===== config.mk =====
export PLATFORM = sky130hd
export DESIGN_NAME = riscv_reg_file
export DESIGN_NICKNAME = d
export VERILOG_FILES = /design/src/rtl/riscv_reg_file.sv
export SDC_FILE = /design/constraint.sdc
export NUM_CORES = 2
export LEC_CHECK = 0
export CORE_MARGIN = 10
export CORE_UTILIZATION = 50
export DETAILED_ROUTE_END_ITERATION = 12
export HOLD_SLACK_MARGIN = 0.03
export PLACE_DENSITY = 0.67
export SLEW_MARGIN = 30
export SYNTH_ARGS = -nofsm -noshare
export SYNTH_HDL_FRONTEND = slang
export SYNTH_SLANG_ARGS = --single-unit
export TNS_END_PERCENT = 100

===== constraint.sdc =====
create_clock -name clk_i -period 2.2 [get_ports clk_i]
set_input_delay 0.44 -clock clk_i [delete_from_list [all_inputs] [get_ports clk_i]]
set_output_delay 0.44 -clock clk_i [all_outputs]
set_load 0.05 [all_outputs]

===== src/rtl/riscv_reg_file.sv =====
// riscv_reg_file: RV32I register file, 31 stored registers plus hardwired x0,
// two combinational read ports and one rising-edge write port.
module riscv_reg_file #(
  parameter int DATA_WIDTH = 32,
  parameter int ADDR_WIDTH = 5
) (
  input  logic                  clk_i,
  input  logic                  reset_i,
  input  logic [ADDR_WIDTH-1:0] a1_i,
  input  logic [ADDR_WIDTH-1:0] a2_i,
  input  logic [ADDR_WIDTH-1:0] a3_i,
  input  logic [DATA_WIDTH-1:0] wd3_i,
  input  logic                  we3_i,
  output logic [DATA_WIDTH-1:0] reg_data_1_o,
  output logic [DATA_WIDTH-1:0] reg_data_2_o
);
  localparam int N = 2 ** ADDR_WIDTH;
  logic [DATA_WIDTH-1:0] regs_q [1:N-1];
  logic [DATA_WIDTH-1:0] regs_d [1:N-1];
  logic [DATA_WIDTH-1:0] rd_view [N];
  always_comb begin
    for (int i = 1; i < N; i++)
      regs_d[i] = (we3_i && a3_i == ADDR_WIDTH'(i)) ? wd3_i : regs_q[i];
  end
  always_ff @(posedge clk_i or negedge reset_i) begin
    if (!reset_i) begin
      for (int i = 1; i < N; i++) regs_q[i] <= '0;
    end else begin
      for (int i = 1; i < N; i++) regs_q[i] <= regs_d[i];
    end
  end
  // x0 has no storage; the read view supplies a constant zero in its slot
  assign rd_view[0] = '0;
  for (genvar g = 1; g < N; g++) begin : g_view
    assign rd_view[g] = regs_q[g];
  end
  assign reg_data_1_o = rd_view[a1_i];
  assign reg_data_2_o = rd_view[a2_i];
endmodule


### Yosys cells after proc, flatten, opt, wreduce, memory -nomap -nowiden

Index checks and enable logic that the tools add are counted.

| word-level totals | value |
|---|---|
| input bits | 50 |
| word-level logic and storage cells | 103 |
| bits in registers | 992 |

| cells by class | value |
|---|---|
| magnitude comparators | 2 |
| equality and inequality tests | 31 |
| multiplexer cells | 6 |
| bitwise gates (word level) | 2 |
| reduce and logical (&&, ||, !) cells | 31 |

Operator list:

| operator | number |
|---|---|
| binary-select mux 32 bit (select 5 bit) | 2 |
| 2-to-1 mux 32 bit | 4 |
| equality test 5 bit (second input constant) | 16 |
| equality test 5 x 4 -> 1 bit (second input constant) | 8 |
| logical AND 1 bit | 31 |
| equality test 5 x 3 -> 1 bit (second input constant) | 4 |
| greater-or-equal comparator 6 bit (second input constant) | 2 |
| inverter 5 -> 6 bit | 2 |
| equality test 5 x 2 -> 1 bit (second input constant) | 2 |
| equality test 5 x 1 -> 1 bit (second input constant) | 1 |

### Depth between registers and ports, before layout

| depth | value |
|---|---|
| word-level depth | 4 |
| depth in mapped cells | 9 |

### Worst setup path after synthesis

No wires, ideal clock.

| timing path | value |
|---|---|
| path type | input-to-output |
| start point | in a2_i[0] |
| end point | out reg_data_2_o[23] |
| buffers on the path | 5 |
| slack | -0.881 ns |
| arrival | 2.641 ns |
| cell stages on the path | 9 |
| data required time | 1.760 ns |
| path through | buf_4 > buf_6 > buf_6 > buf_6 > buf_6 > mux2i_1 > o22ai_1 > a211oi_1 > o31ai_1 |

| on the way | value |
|---|---|
| word-level cells in the longest chain between the ends | 4 |

Ends and longest elaborated chain:

| item | RTL line | text |
|---|---|---|
| start, declared | 10 | `input logic [ADDR_WIDTH-1:0] a2_i,` |
| inverter 5 -> 6 bit (not written as such) | 38 | `assign reg_data_2_o = rd_view[a2_i];` |
| binary-select mux 32 bit (select 5 bit) | 38 |  |
| 2-to-1 mux 32 bit (not written as such) (2 in a row) | 38 |  |
| end, declared | 15 | `output logic [DATA_WIDTH-1:0] reg_data_2_o` |

Every way passes these cells. The select of a mux whose other input is x is not followed.

### Worst setup path after layout

| timing path | value |
|---|---|
| start point | reg regs_q (netlist bit rd_view[35]) |
| end point | out reg_data_2_o[3] |

| on the way | value |
|---|---|
| word-level cells in the longest chain between the ends | 3 |

Ends and longest elaborated chain:

| item | RTL line | text |
|---|---|---|
| start, declared | 18 | `logic [DATA_WIDTH-1:0] regs_q [1:N-1];` |
| binary-select mux 32 bit (select 5 bit) | 38 |  |
| 2-to-1 mux 32 bit (not written as such) (2 in a row) | 38 |  |

Every way passes these cells. The select of a mux whose other input is x is not followed.

==> flow_metrics.tcl <==
set metrics [dict create \
    status "finished with violations" \
    violations "negative setup slack" \
    synth_top_family_by_area "multiplexers" \
    finish.instance_area_um2 66100 \
    fin_hold_ws_ns 0.229 \
    ys_ff_latch 992 \
    crit_path_start_kind "register" \
    path_clk_slew_ns 0.06 \
    avgRoutedWirePerCell_um 32.8 \
    clock_latency_ns 0.70 \
    area_growth_pct 24.3 \
    grt_max_degree 95 \
    netlist_instances 3639 \
    powerDensity_nw_per_um2 874 \
    vias 37000 \
    synth_mux_area_share_pct 41.6 \
    crit_path_max_incr_delay_ns 0.49 \
    synth-simple-area-share_pct 1.81 \
    setup_viol 64 \
    synthAdderAreaFrac_pct 0 \
    tightest_slew_ns 0.680 \
    dpl.hpwl_um 119000 \
    cp_slowest_cell "mux4_2" \
    drv_slew 0 \
    final_nets 4019 \
    grt_overflow 0 \
    synth_xor_area_share_pct 0 \
    hold_viol_final 0 \
    htree_levels 3 \
    yosysTopAreaCell "dfrtp_1" \
    root_buffer "clkbuf_16" \
    hold_class "input port to asynchronous set/reset pin" \
    path_delay_family "compound AO/OA/AOI/OAI gates" \
    fillCellCount 7521 \
    cts_made_buffers 109 \
    dr.pass1.iters 5 \
    crit_chain "mux4_2 > a22o_1 > o21ai_4 > o31ai_4 > buf_12" \
    grt_pass1_vias 39200 \
    clock_path_buffers 3 \
    ys.flop_type "dfrtp_1" \
    cp_data_required_time_ns 1.76 \
    drv_cap 0 \
    grt_pass1_wl_um 266000 \
    cts_tree "done" \
    routabilityCongestion 0.903 \
    drc 0 \
    ant_nets 0 \
    grt_usage_pct 29.4 \
    rsz0062_at_grt "true" \
    layout_min_cycle_time_ns 2.87 \
    die_w_um 346 \
    regToRegSetupSlack_ns 1.19 \
    min_period_over_period_pct 131 \
    worstPathMaxFanout 3 \
    synth_compound_area_share_pct 6.32 \
    dieHeight_um 346 \
    setup_slack_ns -0.674 \
    largest_reg_flops 992 \
    cp-end-kind "primary output" \
    synth_nets 3689 \
    synth_edf_count 0 \
    synth_top_area_share_pct 46.7 \
    design.die.area_um2 120000 \
    wirelength_um 179000 \
    dpl_cell_area_um2 62000 \
    slew_headroom_pct 54.7 \
    numPortBuffers 113 \
    finalClockSkew_ns 0 \
    boundaryPins 114 \
    synth_commonest_cells "mux2_2, dfrtp_1, mux4_2" \
    ys_seq_area_share_pct 46.7 \
    yosysUniqueCellTypes 32 \
    vias_per_cell 6.79 \
    rows 119 \
    cts.sinks 992 \
    core_um2 105000 \
    peakVddDrop_mv 0.673 \
    drive_gt1_share_pct 59.2 \
    synthArstFlopShare_pct 100 \
    synth_area_um2 53200 \
    place_ws_ns -0.819 \
    placed_cells_incl_taps 5231 \
    fmax_mhz 348 \
    initial_core_util_pct 50.5 \
    criticalPathCategory "register to primary output" \
    crit_arrival_ns 2.43 \
    yosysMostFrequentCell "mux2_2" \
    leakage_nw 28.7 \
    drtIter0Drc 3865 \
    synth_area_per_cell_um2 14.6 \
    antenna_found_initial 2 \
    yosysWarnings 0 \
    crit_buf_inv 1 \
    final_cells 5449 \
    fin_tns_setup_ns -36.00 \
    synth_area_leaders "dfrtp_1, mux2_2, mux4_2, a22o_1, mux2i_1" \
]
## metrics by stage
stage	total power [mW]	utilization (%)
6_report	57.8	62.7
5_1_grt	59.9	62.7
4_1_cts	57.8	62.6
3_5_place_dp	39.0	58.8
3_3_place_gp	38.1	58.8
2_1_floorplan	33.8	-
## what timing repair did
item                                    in CTS  in global routing
gates resized for setup                     48                 15
setup buffers                               12                  5
hold endpoints to repair                    98                  0
cloned                                       0                  1
pin swaps                                  130                 58
endpoints found under the setup margin      64                 64
hold buffers                                 1                  0
## path summary, 6_finish.rpt
kind,startpoint,end,cells after the start
max in group asynchronous,reset_i,rd_view[6]$_DFFE_PN0P_,4
hold / removal,reset_i,rd_view[284]$_DFFE_PN0P_,2
hold reg to reg,rd_view[774]$_DFFE_PN0P_,rd_view[774]$_DFFE_PN0P_,1
setup reg to reg,rd_view[74]$_DFFE_PN0P_,rd_view[74]$_DFFE_PN0P_,3
min in group clk_i,rd_view[774]$_DFFE_PN0P_,rd_view[774]$_DFFE_PN0P_,1
setup / recovery,rd_view[35]$_DFFE_PN0P_,reg_data_2_o[3],5
## kinds of logic after synthesis
| kind of cell | after synthesis |
|---|---|
| multiplexers | 1600 |
| AO/OA/AOI/OAI | 448 |
| buffers and inverters | 410 |
| AND/OR/NAND/NOR | 189 |
| flip-flops | 992 |
## power by group
group / switching [mW] / total (mW) / internal [mW]
clock network: 7.88 / 18.7 / 10.8
registers: 2.87 / 24.7 / 21.8
logic: 6.11 / 14.4 / 8.34
## layer usage
metal | wire (µm) | global-route usage [%] | share of wire (%)
met4 | 7800 | 12.0 | 4.4
met1 | 71600 | 38.5 | 40
met3 | 14200 | 6.25 | 7.9
met2 | 85300 | 47.4 | 48
met5 | 0 | 0 | 0
## layout by cell type (no fill, tap or decap), drive strengths merged
master	count
buf	586
nor3	3
mux2i	160
o21ai	64
nor3b	2
clkinvlp	5
nand4	1
nand3	1
nand4b	3
mux4	384
and3	32
nor4	1
nor2b	10
nand2	79
dlygate4sd3	1
dfrtp	992
diode	1
nor2	15
bufinv	5
mux2	1056
a22o	192
or3	3
and2	34
clkbuf	161
o31ai	64
clkinv	28
o22ai	64
nand2b	5
a211oi	64
clkdlybuf4s50	38
inv	4
## final cells by class
| class | count | area (µm²) | area share [%] |
|---|---|---|---|
| clock inverter | 40 | 409 | 0.619 |
| sequential | 992 | 24800 | 37.5 |
| clock buffer | 159 | 3240 | 4.89 |
| tap | 1391 | 1740 | 2.63 |
| antenna | 1 | 2.50 | 0.00378 |
| multi-input combinational | 2237 | 28100 | 42.5 |
| timing repair buffer | 627 | 7810 | 11.8 |
| inverter | 2 | 8.76 | 0.0132 |
No activity file was read; power rests on OpenSTA's default activity.
